$ cat src/rtl/pipe_mem_stage.sv
// pipe_mem_stage: MIPS MEM pipeline stage with a registered MEM/WB output.
//
// Drives an external data memory through a req/ack handshake of variable
// latency and stalls upstream while an access is outstanding. Handles word,
// halfword and byte loads/stores (signed or unsigned loads) and flags
// misaligned, out-of-range and timed-out accesses.
//
// Ports:
//   in_clk, in_rst_n         clock (rising edge), async active-low reset
//   in_valid .. in_alu_result instruction fields from EX/MEM
//   out_stall                upstream must hold its inputs this cycle
//   mem_req/we/addr/be/wdata memory request, stable while mem_req is high
//   mem_rdata, mem_ack       memory response (ack is a one-cycle pulse)
//   out_*                    registered MEM/WB entry and exception flags
module pipe_mem_stage #(
  parameter logic [31:0] BASE_ADDR = 32'h10010000,
  parameter int          ADDR_W    = 11,
  parameter int          MAX_WAIT  = 15
) (
  input  logic              in_clk,
  input  logic              in_rst_n,
  input  logic              in_valid,
  input  logic              in_dmem_ena,
  input  logic              in_dmem_wena,
  input  logic [1:0]        in_dmem_type,
  input  logic              in_load_signed,
  input  logic [31:0]       in_rt_data,
  input  logic [4:0]        in_rd_waddr,
  input  logic              in_rd_sel,
  input  logic              in_rd_wena,
  input  logic [31:0]       in_alu_result,
  output logic              out_stall,
  output logic              mem_req,
  output logic              mem_we,
  output logic [ADDR_W-1:0] mem_addr,
  output logic [3:0]        mem_be,
  output logic [31:0]       mem_wdata,
  input  logic [31:0]       mem_rdata,
  input  logic              mem_ack,
  output logic              out_valid,
  output logic [4:0]        out_rd_waddr,
  output logic              out_rd_sel,
  output logic              out_rd_wena,
  output logic [31:0]       out_alu_result,
  output logic [31:0]       out_dmem_data,
  output logic              out_exc_misalign,
  output logic              out_exc_range,
  output logic              out_exc_timeout
);

  typedef enum logic {S_IDLE, S_WAIT} state_t;

  localparam logic [32:0] SPAN   = 33'd1 << (ADDR_W + 2);
  localparam logic [7:0]  CNT_LAST = 8'(MAX_WAIT - 1);

  state_t state, state_nxt;

  // Request held for the duration of WAIT; r_* feed the memory pins directly.
  logic              r_we;
  logic [ADDR_W-1:0] r_addr;
  logic [3:0]        r_be;
  logic [31:0]       r_wdata;
  logic [1:0]        r_lane;
  logic [1:0]        r_type;
  logic              r_signed;
  logic              r_rd_wena;
  logic [7:0]        cnt;

  // ---------------- address decode and store formatting ----------------
  logic [31:0] offset;
  logic        is_half, is_byte, is_word;
  logic        misalign, range_err, exc_any, start;
  logic [3:0]  st_be;
  logic [31:0] st_wdata;

  assign offset    = in_alu_result - BASE_ADDR;  // wraps, so below-base is huge
  assign is_half   = (in_dmem_type == 2'b01);
  assign is_byte   = (in_dmem_type == 2'b10);
  assign is_word   = !is_half && !is_byte;
  assign misalign  = (is_half && offset[0]) || (is_word && (offset[1:0] != 2'b00));
  assign range_err = ({1'b0, offset} >= SPAN);
  assign exc_any   = misalign || range_err;
  assign start     = (state == S_IDLE) && in_valid && in_dmem_ena && !exc_any;

  always_comb begin
    st_be    = 4'b1111;
    st_wdata = in_rt_data;
    if (is_byte) begin
      st_be    = 4'b0001 << offset[1:0];
      st_wdata = {4{in_rt_data[7:0]}};
    end else if (is_half) begin
      st_be    = offset[1] ? 4'b1100 : 4'b0011;
      st_wdata = {2{in_rt_data[15:0]}};
    end
  end

  // ---------------- load formatting (little-endian lanes) ----------------
  logic [7:0]  ld_byte;
  logic [15:0] ld_half;
  logic [31:0] ld_data;

  always_comb begin
    case (r_lane)
      2'd0:    ld_byte = mem_rdata[7:0];
      2'd1:    ld_byte = mem_rdata[15:8];
      2'd2:    ld_byte = mem_rdata[23:16];
      default: ld_byte = mem_rdata[31:24];
    endcase
    ld_half = r_lane[1] ? mem_rdata[31:16] : mem_rdata[15:0];
    case (r_type)
      2'b10:   ld_data = r_signed ? {{24{ld_byte[7]}}, ld_byte} : {24'h0, ld_byte};
      2'b01:   ld_data = r_signed ? {{16{ld_half[15]}}, ld_half} : {16'h0, ld_half};
      default: ld_data = mem_rdata;
    endcase
  end

  // ---------------- FSM ----------------
  logic timeout_now;
  assign timeout_now = (state == S_WAIT) && !mem_ack && (cnt == CNT_LAST);

  always_ff @(posedge in_clk or negedge in_rst_n) begin
    if (!in_rst_n) state <= S_IDLE;
    else           state <= state_nxt;
  end

  always_comb begin
    state_nxt = state;
    out_stall = 1'b0;
    case (state)
      S_IDLE: begin
        out_stall = start;
        if (start) state_nxt = S_WAIT;
      end
      default: begin
        // Stall drops on the ack cycle and on the final timeout cycle so
        // upstream advances on the same edge that retires this access.
        out_stall = !mem_ack && !timeout_now;
        if (mem_ack || timeout_now) state_nxt = S_IDLE;
      end
    endcase
  end

  // mem_req comes straight from the state register, so an async reset
  // withdraws it immediately.
  assign mem_req   = (state == S_WAIT);
  assign mem_we    = r_we;
  assign mem_addr  = r_addr;
  assign mem_be    = r_be;
  assign mem_wdata = r_wdata;

  // ---------------- request capture and MEM/WB register ----------------
  always_ff @(posedge in_clk or negedge in_rst_n) begin
    if (!in_rst_n) begin
      r_we             <= 1'b0;
      r_addr           <= '0;
      r_be             <= '0;
      r_wdata          <= '0;
      r_lane           <= '0;
      r_type           <= '0;
      r_signed         <= 1'b0;
      r_rd_wena        <= 1'b0;
      cnt              <= '0;
      out_valid        <= 1'b0;
      out_rd_waddr     <= '0;
      out_rd_sel       <= 1'b0;
      out_rd_wena      <= 1'b0;
      out_alu_result   <= '0;
      out_dmem_data    <= '0;
      out_exc_misalign <= 1'b0;
      out_exc_range    <= 1'b0;
      out_exc_timeout  <= 1'b0;
    end else begin
      // Bubble by default; flags only ever accompany out_valid.
      out_valid        <= 1'b0;
      out_exc_misalign <= 1'b0;
      out_exc_range    <= 1'b0;
      out_exc_timeout  <= 1'b0;
      case (state)
        S_IDLE: begin
          if (in_valid) begin
            // Pass-through fields park in the output register; they stay
            // put through WAIT since nothing else writes them there.
            out_rd_waddr   <= in_rd_waddr;
            out_rd_sel     <= in_rd_sel;
            out_alu_result <= in_alu_result;
            out_dmem_data  <= '0;
            if (!in_dmem_ena) begin
              out_valid   <= 1'b1;
              out_rd_wena <= in_rd_wena;
            end else if (exc_any) begin
              out_valid        <= 1'b1;
              out_rd_wena      <= 1'b0;
              out_exc_misalign <= misalign;
              out_exc_range    <= !misalign;
            end else begin
              out_rd_wena <= 1'b0;
              r_we        <= in_dmem_wena;
              r_addr      <= offset[ADDR_W+1:2];
              r_be        <= in_dmem_wena ? st_be : 4'b1111;
              r_wdata     <= st_wdata;
              r_lane      <= offset[1:0];
              r_type      <= in_dmem_type;
              r_signed    <= in_load_signed;
              r_rd_wena   <= in_rd_wena;
              cnt         <= '0;
            end
          end
        end
        default: begin
          if (mem_ack) begin
            out_valid     <= 1'b1;
            out_rd_wena   <= r_rd_wena;
            out_dmem_data <= r_we ? 32'h0 : ld_data;
            cnt           <= '0;
          end else if (timeout_now) begin
            out_valid       <= 1'b1;
            out_exc_timeout <= 1'b1;
            out_rd_wena     <= 1'b0;
            out_dmem_data   <= '0;
            cnt             <= '0;
          end else begin
            cnt <= cnt + 8'd1;
          end
        end
      endcase
    end
  end

endmodule

$ cat config.mk
export PLATFORM = sky130hd
export DESIGN_NAME = pipe_mem_stage
export DESIGN_NICKNAME = d
export VERILOG_FILES = /design/src/rtl/pipe_mem_stage.sv
export SDC_FILE = /design/constraint.sdc
export NUM_CORES = 1
export LEC_CHECK = 0
export ABC_AREA = 1
export ABC_CLOCK_PERIOD_IN_PS = 2100
export CAP_MARGIN = 25
export CORE_MARGIN = 3
export CORE_UTILIZATION = 46
export DETAILED_ROUTE_END_ITERATION = 7
export GPL_ROUTABILITY_DRIVEN = 0
export PLACE_DENSITY = 0.81
export SLEW_MARGIN = 20
export SYNTH_ARGS = -nofsm -noshare
export SYNTH_HDL_FRONTEND = slang
export SYNTH_SLANG_ARGS = --single-unit
$ cat constraint.sdc
create_clock -name in_clk -period 2.1 [get_ports in_clk]
set_input_delay 0.315 -clock in_clk [delete_from_list [all_inputs] [get_ports in_clk]]
set_output_delay 0.315 -clock in_clk [all_outputs]
set_load 0.01 [all_outputs]
==> flow_metrics.env <==
export IMPL_period_share_pct=93.9
export IMPL_cts_tree="yes"
export IMPL_synth_area_sq_um=6840
export IMPL_path_cells="clkdlybuf4s50_1 > inv_1 > nor2_1 > nand2_1 > nor2_2 > inv_1 > nor2_4 > nand4_4 > nand2_2 > buf_6"
export IMPL_ios=237
export IMPL_hold_path_endpoint="mem_req"
export IMPL_fin_hold_ws_ns=0.366
export IMPL_synth_top_area_cell="dfrtp_1"
export IMPL_rows=43
export IMPL_wl_um=22000
export IMPL_drc=0
export IMPL_slew_viol_final=0
export IMPL_busiest_layer="met2"
export IMPL_grt_use_met2_pct=44.4
export IMPL_clock_path_buffers=2
export IMPL_r2r_cells=8
export IMPL_max_stage_delay_ns=0.47
export IMPL_drive_gt1_share_pct=9.24
export IMPL_gr_usage_met1_pct=35.1
export IMPL_power_density_nw_per_um2=634
export IMPL_place_inst=1313
export IMPL_drtPass1Iterations=6
export IMPL_drtIter0Drc=630
export IMPL_clk_latency_ns=0.42
export IMPL_hold_path_class="in -> reg"
export IMPL_nets=1274
export IMPL_fp_dieW_um=128
export IMPL_finalHoldViolations=0
export IMPL_final_setup_worst_slack_ns=0.128
export IMPL_vdd_drop_max_uv=579
export IMPL_postRouteAntennaNets=0
export IMPL_cap_violations=0
export IMPL_crit_type="in -> out"
export IMPL_fillCellCount=1086
export IMPL_ys_seq_area_share_pct=50.5
export IMPL_regToRegEndpoint="out_dmem_data[0]"
export IMPL_dieArea_sq_um=16400
export IMPL_clk_pin_slew_ns=0.06
export IMPL_slowest_stage="clkdlybuf4s50_1"
export IMPL_postSynthCellCount=905
export IMPL_synth_nets=1023
export IMPL_clock_fmax_mhz=507
export IMPL_tightestPinTransition_ns=0.598
export IMPL_endpoint_kind="primary output"
export IMPL_vias=7118
export IMPL_synth_warnings=0
export IMPL_start_util_pct=48.2
export IMPL_startpoint_type="primary input"
export IMPL_place_ws_ns=-0.557
export IMPL_status="finished clean"
export IMPL_cp_max_fo=2
export IMPL_synthDistinctLibCells=33
export IMPL_grt_pass1_wl_um=35700
export IMPL_overflow=0
export IMPL_layout_min_cycle_time_ns=1.97
export IMPL_r2r_slack_ns=0.31
export IMPL_grt_max_degree=61
export IMPL_cts_root_buf="clkbuf_16"
export IMPL_die_h_um=128
export IMPL_syn_avg_cell_area_sq_um=7.56
export IMPL_final_util_pct=72.1
export IMPL_routedWlPerCell_um=16.3
export IMPL_area_growth_pct=49.7
export IMPL_cp_required_ns=1.78
export IMPL_antenna_found_initial=1
export IMPL_numCtsBuffers=17
export IMPL_cp_arrival_ns=1.66
export IMPL_synth_area_leaders="dfrtp_1, nand2_1, nand4_1"
export IMPL_hp_start="in_valid"
export IMPL_grt_use_met3_pct=7.79
export IMPL_via_per_inst=5.27
export IMPL_slew_headroom_pct=60.1
export IMPL_cp_common_cell="inv_1"
export IMPL_clock_sinks=138
export IMPL_leakagePower_nw=5.12
export IMPL_grt_pass1_vias=7003
export IMPL_synth_top_area_share_pct=50.5
export IMPL_worst_clock_skew_ns=0.00776
export IMPL_port_buffers=236
export IMPL_ys_ff_latch=138
export IMPL_coreArea_sq_um=14200
export IMPL_hpwlAfterDp_um=15700
export IMPL_r2r_start="r_type[0]"
export IMPL_cts_max_level=4
export IMPL_setup_viol=0
export IMPL_final_cell_count_no_fill=1350
export IMPL_grtUsageTotal_pct=27.4
export IMPL_min_path_cells=4
==> per-layer routing <==
layer	wire (um)	vias up
met2	10700	328
li1	-	3411
met5	0	-
met4	563	0
met1	8830	3330
met3	1940	49
==> what timing repair did <==
item	CTS	global route
gates resized for setup	11	2
buffers inserted	2	1
setup endpoints to repair	1	1
hold buffers	1	0
pin swaps	2	2
hold endpoints to repair	57	0
==> sequential cells by signal (all words and copies together) (netlist names), 2 cells and up <==
register and count:
out_alu_result 32, r_type 2, r_lane 2, cnt 8, out_rd_waddr 5, mem_addr 11, out_dmem_data 32, mem_wdata 32
mem_be 4
==> layout by cell type (no fill, tap or decap), types with 2 or more instances in the layout <==
cell             Yosys  layout
a21oi_1              9       9
buf_12               0       7
buf_4                0      40
buf_6                2       2
clkbuf_16            0      17
clkbuf_8             0       6
clkdlybuf4s50_1      0     231
clkinv_2             0       7
dfrtp_1            138     138
dlygate4sd2_1        0       2
ha_1                 6       6
inv_1               42      41
inv_2                4       5
nand2_1            393     389
nand2_2              1       5
nand3_1             29      29
nand4_1             63      63
nor2_1              71      69
nor2_2               1       2
nor2_4               1       2
nor3_1               3       3
o21ai_0             48      48
o21ai_1             21      21
or2_0                2       2
or2_2                7       7
xor2_1               3       3
==> critical path, delay by kind of cell <==
kind | cells | cell delay, ns
buf+inv | 4 | 0.71
simple gates | 6 | 0.61
==> report_power, final <==
part           switching, mW  internal (mW)  leakage [nW]
sequential            0.0372           2.73          1.86
clock                   1.11           1.80         0.295
combinational          0.390          0.422          2.97
total                   1.53           4.96          5.12
==> logic make-up (layout without fill, tap and decap cells) <==
| logic type | Yosys count | after routing | share of synthesized area [%] |
|---|---|---|---|
| xor+xnor | 3 | 3 | 0.384 |
| buf+inv | 99 | 363 | 5.98 |
| simple gates | 577 | 577 | 35.9 |
| compound gates | 82 | 82 | 6.15 |
| fa+ha+maj | 6 | 6 | 1.10 |
| flops | 138 | 138 | 50.5 |
| other cells | 0 | 1 | 0 |
==> worst max path at each step <==
stage | slack, ns | from | to | cells past startpoint
2_1_floorplan | 0.31 | in_dmem_type[1] | out_stall | 11
3_3_place_gp | -0.54 | in_dmem_type[0] | out_stall | 11
3_5_place_dp | -0.56 | in_dmem_type[0] | out_stall | 11
4_1_cts | 0.06 | in_alu_result[28] | out_stall | 10
5_1_grt | -0.004 | in_alu_result[28] | out_stall | 10
6_report | 0.13 | in_alu_result[28] | out_stall | 10
==> Yosys cell counts, drive strengths merged <==
cell,n
ha,6
nor3,4
nand3,30
or2,9
a21oi,9
inv,46
a31oi,1
clkinv,1
nand2,395
o211ai,1
xor2,3
dfrtp,138
o21ai,70
nor2,73
buf,22
clkbuf,30
nand4,65
nand3b,1
o31ai,1
==> metrics by stage <==
stage / power [mW] / cell area, sq um / setup TNS [ns]
6_report: 6.49 / 10200 / 0
5_1_grt: 6.71 / 10200 / -0.00400
4_1_cts: 6.53 / 10200 / 0
3_5_place_dp: 3.62 / 9610 / -16.75
3_3_place_gp: 3.61 / 9610 / -15.60
2_1_floorplan: 3.06 / 6840 / 0
==> layout make-up <==
cell class / instances / area [sq um] / area share [%]
timing repair buffer: 284 / 2810 / 27.4
sequential: 138 / 3450 / 33.7
tap: 180 / 225 / 2.20
clock buffer: 24 / 512 / 5.00
antenna: 1 / 2.50 / 0.0244
inverter: 47 / 176 / 1.72
multi-input combinational: 668 / 3000 / 29.3
clock inverter: 8 / 65.1 / 0.635
Power figures use the tool's default switching activity.
==> RTL edit 1, RTL diff (config.mk and constraints unchanged) <==
Set the parameter `ADDR_W` to 12 (it was 11).
--- a/src/rtl/pipe_mem_stage.sv
+++ b/src/rtl/pipe_mem_stage.sv
@@ -14,7 +14,7 @@
 //   out_*                    registered MEM/WB entry and exception flags
 module pipe_mem_stage #(
   parameter logic [31:0] BASE_ADDR = 32'h10010000,
-  parameter int          ADDR_W    = 11,
+  parameter int          ADDR_W    = 12,
   parameter int          MAX_WAIT  = 15
 ) (
   input  logic              in_clk,
Interface: changed (resized mem_addr); port bits go from 237 to 238. The function was not compared with the original's and may differ.
==> RTL edit 1 against the unedited design <==
First-iteration DRC count shrank 2.5%; sequential cell count up 1; area after synthesis up 0.51%; setup slack got worse by 0.066 ns; design area grew 0.29%; non-clock buffer count fell by 1; clock skew is 0.0026 ns higher; die area up 0.49%; wire length fell by 4.0%; power increased by 2.0%; fmax decreased by 3.2%; count of clock-buffer cells in the layout decreased by 4; critical endpoint unchanged; highest routed layer unchanged.
==> RTL edit 1: results <==
{
  "status": "complete, no violations",
  "syn_nets": 995,
  "synth_mux_area_frac": 0.01310,
  "synthTopCellsByCount": "nand2_1 (362), dfrtp_1 (139), nand3_1 (82)",
  "p_sw_w": 0.001587,
  "grt_pass1_vias": 6638,
  "hold_start": "in_alu_result[21]",
  "dpl.hpwl_um": 15160,
  "whs_path_depth": 3,
  "avgSynthCellArea_um2": 7.840,
  "whs_ns": 0.1639,
  "vdd.ir_drop.worst_mv": 0.5803,
  "fillers": 1141,
  "min_path_type": "in2reg",
  "powerDensity_nw_per_um2": 644.4,
  "synth_compound_area_frac": 0.07043,
  "reg2reg_slack_ns": 0.24,
  "synth_seq_area_share": 0.5059,
  "grt_start_max_net_pins": 66,
  "pwr-share-clk": 0.458,
  "synth-seq-cells": 139,
  "stdcell_count": 1330,
  "drive_above_1_share": 0.1074,
  "first_pass_iters": 5,
  "grt_pass1_wl_um": 34020,
  "synth.area.top_cells": "dfrtp_1 (51%), nand2_1 (20%), nand3_1 (6.0%)",
  "r2r_end": "out_dmem_data[24]$_DFFE_PN0P_",
  "fin_crit_sh": 0.9701,
  "drt-total-wl_um": 21150,
  "ys_warn_count": 0,
  "ys_types": 36,
  "cts_max_level": 4,
  "dpl_cell_area_um2": 9613,
  "grt_usage": 0.2622,
  "p_comb_w": 0.000796,
  "place_ws_ns": -0.4223,
  "synthXorXnorAreaFrac": 0.005096,
  "regArea_um2": 3481,
  "drt_iter0_drc": 614,
  "cts_made_buffers": 17,
  "crit_fanout": 2,
  "synthAdderAreaFrac": 0.01092,
  "io_buffers": 237,
  "holdPathEnd": "out_alu_result[21]$_DFFE_PN0P_",
  "p_leak_nw": 5.105,
  "fin_worst_skew_ns": 0.01037,
  "worstMarginPinSlew_ns": 0.7137,
  "vias_per_cell": 5.098,
  "arrival_ns": 1.72,
  "clockBufferDepth": 2
}
RTL edit 1: worst max-delay path, delay by kind of cell:
family	cells	cell delay [ns]
AO/OA/AOI/OAI	2	0.17
adder cells (fa/ha/maj)	1	0.29
buffers and inverters	3	0.62
AND/OR/NAND/NOR	3	0.32
RTL edit 1: per-layer routing:
layer | vias up | GRT usage | wire length, um | part of all wire
met5 | - | 0 | 0 | 0
met4 | 0 | 0.1230 | 803 | 0.038
met3 | 47 | 0.06542 | 1589 | 0.075
met2 | 282 | 0.4143 | 10060 | 0.48
met1 | 3132 | 0.3390 | 8701 | 0.41
li1 | 3320 | - | - | -
RTL edit 1: layout make-up:
cell class / count / share of cell area
diodes: 1 / 0.0002437
clock buffers: 20 / 0.04544
clock inverters: 12 / 0.01340
inverters: 49 / 0.01791
multi-input cells: 642 / 0.2883
flip-flops and latches: 139 / 0.3389
well taps: 184 / 0.02242
repair buffers: 283 / 0.2734
RTL edit 1: what timing repair did:
| item | 4_1_cts | 5_1_grt |
|---|---|---|
| hold buffers | 1 | 0 |
| pin swaps | 0 | 6 |
| cloned | 0 | 0 |
| endpoints found under the setup margin | 1 | 3 |
| resized for setup | 5 | 14 |
| hold endpoints to repair | 42 | 0 |
| buffers inserted | 0 | 1 |
RTL edit 1: how the worst max path moves through the flow:
stage                 startpoint   endpoint  cells after the start
2_1_floorplan    in_dmem_type[1]  out_stall                     10
3_3_place_gp   in_alu_result[21]  out_stall                      9
3_5_place_dp     in_dmem_type[0]  out_stall                      9
4_1_cts          in_dmem_type[0]  out_stall                      9
5_1_grt        in_alu_result[23]  out_stall                      9
6_report         in_dmem_type[0]  out_stall                      9
==> RTL edit 2, RTL diff (same flow settings) <==
Made on the original files. Register the output `out_exc_timeout` once more, cleared by the reset; this adds one clock of latency there. The other outputs are not delayed to match.
--- a/src/rtl/pipe_mem_stage.sv
+++ b/src/rtl/pipe_mem_stage.sv
@@ -53,6 +53,8 @@
   localparam logic [32:0] SPAN   = 33'd1 << (ADDR_W + 2);
   localparam logic [7:0]  CNT_LAST = 8'(MAX_WAIT - 1);
 
+  logic out_exc_timeout_s0;
+
   state_t state, state_nxt;
 
   // Request held for the duration of WAIT; r_* feed the memory pins directly.
@@ -168,13 +170,13 @@
       out_dmem_data    <= '0;
       out_exc_misalign <= 1'b0;
       out_exc_range    <= 1'b0;
-      out_exc_timeout  <= 1'b0;
+      out_exc_timeout_s0 <= 1'b0;
     end else begin
       // Bubble by default; flags only ever accompany out_valid.
       out_valid        <= 1'b0;
       out_exc_misalign <= 1'b0;
       out_exc_range    <= 1'b0;
-      out_exc_timeout  <= 1'b0;
+      out_exc_timeout_s0 <= 1'b0;
       case (state)
         S_IDLE: begin
           if (in_valid) begin
@@ -214,7 +216,7 @@
             cnt           <= '0;
           end else if (timeout_now) begin
             out_valid       <= 1'b1;
-            out_exc_timeout <= 1'b1;
+            out_exc_timeout_s0 <= 1'b1;
             out_rd_wena     <= 1'b0;
             out_dmem_data   <= '0;
             cnt             <= '0;
@@ -226,5 +228,13 @@
     end
   end
 
+  always_ff @(posedge in_clk or negedge in_rst_n) begin
+    if (!in_rst_n) begin
+      out_exc_timeout <= '0;
+    end else begin
+      out_exc_timeout <= out_exc_timeout_s0;
+    end
+  end
+
 endmodule
 
Check against the original RTL: no difference found for any inputs over 4 cycles, from zero or initial values and one cycle with in_rst_n low; that may be too few to reach the edited logic, so the function may still have changed.
==> RTL edit 2 against the unedited design <==
Area after synthesis is 0.31% higher; core utilization is 1.7 points lower; register-to-register slack better by 0.07 ns; sequential cell count is 1 higher; wire length is 1.4% lower; power is 3.5% higher; critical path depth is 1 lower; clock power is 7.2% higher; design area is 0.31% higher; setup slack worse by 0.024 ns.
==> RTL edit 2: results <==
{
  "status": "complete, no violations",
  "crit_fanout": 3,
  "reg2reg_slack_ns": 0.38,
  "clockBufferDepth": 2,
  "grt_start_max_net_pins": 55,
  "drive_above_1_share": 0.09247,
  "cts_made_buffers": 17,
  "cp_slowest_stage_delay_ns": 0.42,
  "fin_worst_skew_ns": 0.008623,
  "crit_slowest_cell": "clkdlybuf4s50_1",
  "finalMaxSlewViolations": 0,
  "drt-total-wl_um": 21720,
  "arrival_ns": 1.68,
  "vias_per_cell": 5.229,
  "ff2ff_path_depth": 10,
  "synth_seq_area_share": 0.5069,
  "reg2reg_from": "r_type[0]$_DFFE_PN0P_",
  "whs_path_depth": 3,
  "fillers": 1152,
  "holdPathEnd": "mem_req$_DFF_PN0_",
  "ys_warn_count": 0,
  "grt_usage": 0.2688,
  "antenna_found_initial": 0,
  "hold_start": "in_valid",
  "drt_iter0_drc": 554,
  "async_flop_share": 1.000,
  "first_pass_iters": 5,
  "diodes": 0,
  "grt_pass1_vias": 7012,
  "synthCells": 904,
  "r2r_end": "out_dmem_data[24]$_DFFE_PN0P_",
  "syn_nets": 1022,
  "synth.area.top_cells": "dfrtp_1 (51%), nand2_1 (21%), nand4_1 (5.7%)",
  "p_leak_nw": 5.121,
  "synthTopCellsByCount": "nand2_1 (393), dfrtp_1 (139), nor2_1 (71)",
  "min_path_type": "in2reg",
  "place_inst": 1319,
  "vdd.ir_drop.worst_mv": 0.5083,
  "whs_ns": 0.2501,
  "stdcell_count": 1352,
  "cts_max_level": 4,
  "grt_pass1_wl_um": 35300,
  "dpl.hpwl_um": 15200,
  "worstMarginPinSlew_ns": 0.5926
}
## RTL edit 2: cell count changes after synthesis
cell      before  now
buf_2         18   19
clkbuf_1      30   29
dfrtp_1      138  139
nand3_1       29   25
o211ai_1       1    3
## RTL edit 2: metal layers
layer | wire length, um | vias up | track usage
met1 | 9088 | 3334 | 0.3538
met4 | 423 | 0 | 0.08677
met3 | 1823 | 33 | 0.08208
met2 | 10390 | 285 | 0.4267
met5 | 0 | - | 0
li1 | - | 3418 | -
## RTL edit 2: cell type report
type | count | area, um2 | share of cell area
multi-input combinational | 666 | 2990 | 0.2911
clock buffer | 19 | 452.9 | 0.04410
sequential | 139 | 3478 | 0.3387
tap | 184 | 230.2 | 0.02241
inverter | 47 | 176.4 | 0.01718
clock inverter | 12 | 161.4 | 0.01571
timing repair buffer | 285 | 2781 | 0.2708
## RTL edit 2: kinds of logic (layout without fill, tap and decap cells)
kind of cell / Yosys count / after routing / synth area share
simple gates: 573 / 573 / 0.3550
buf+inv: 99 / 363 / 0.05981
compound gates: 84 / 84 / 0.06346
flops: 139 / 139 / 0.5069
xor+xnor: 3 / 3 / 0.003830
fa+ha+maj: 6 / 6 / 0.01094
## RTL edit 2: critical path: cells and delay by family
kind          cells  cell delay (ns)
simple gates      6             0.75
buf+inv           3             0.61
## RTL edit 2: worst max path at each step
| stage | depth (start not counted) | slack [ns] | from | endpoint |
|---|---|---|---|---|
| 6_report | 9 | 0.10 | in_alu_result[17] | out_stall |
| 5_1_grt | 9 | -0.009 | in_alu_result[31] | out_stall |
| 3_5_place_dp | 11 | -0.52 | in_dmem_type[0] | out_stall |
| 3_3_place_gp | 11 | -0.50 | in_dmem_type[0] | out_stall |
| 2_1_floorplan | 11 | 0.31 | in_dmem_type[1] | out_stall |
| 4_1_cts | 11 | 0.02 | in_dmem_type[1] | out_stall |
## RTL edit 2: power by group
group | leakage, nW | switching, W | internal (W)
combinational | 2.96 | 0.000391 | 0.000422
sequential | 1.87 | 0.0000370 | 0.00275
clock | 0.292 | 0.00118 | 0.00194
## RTL edit 2: repair_timing
action	in CTS	in global routing
hold endpoints to repair	49	0
hold buffers	1	0
resized for setup	9	3
gates cloned	0	0
buffers inserted	0	1
pin swaps	2	2
setup endpoints to repair	1	1
## RTL edit 2: stage by stage
step	setup slack, ns	cell area, um2	TNS, ns
6_report	0.1044	10270	0
5_1_grt	-0.009214	10270	-0.009214
4_1_cts	0.01714	10250	0
3_5_place_dp	-0.5163	9622	-14.68
3_3_place_gp	-0.4979	9622	-12.86
2_1_floorplan	0.3091	6862	0
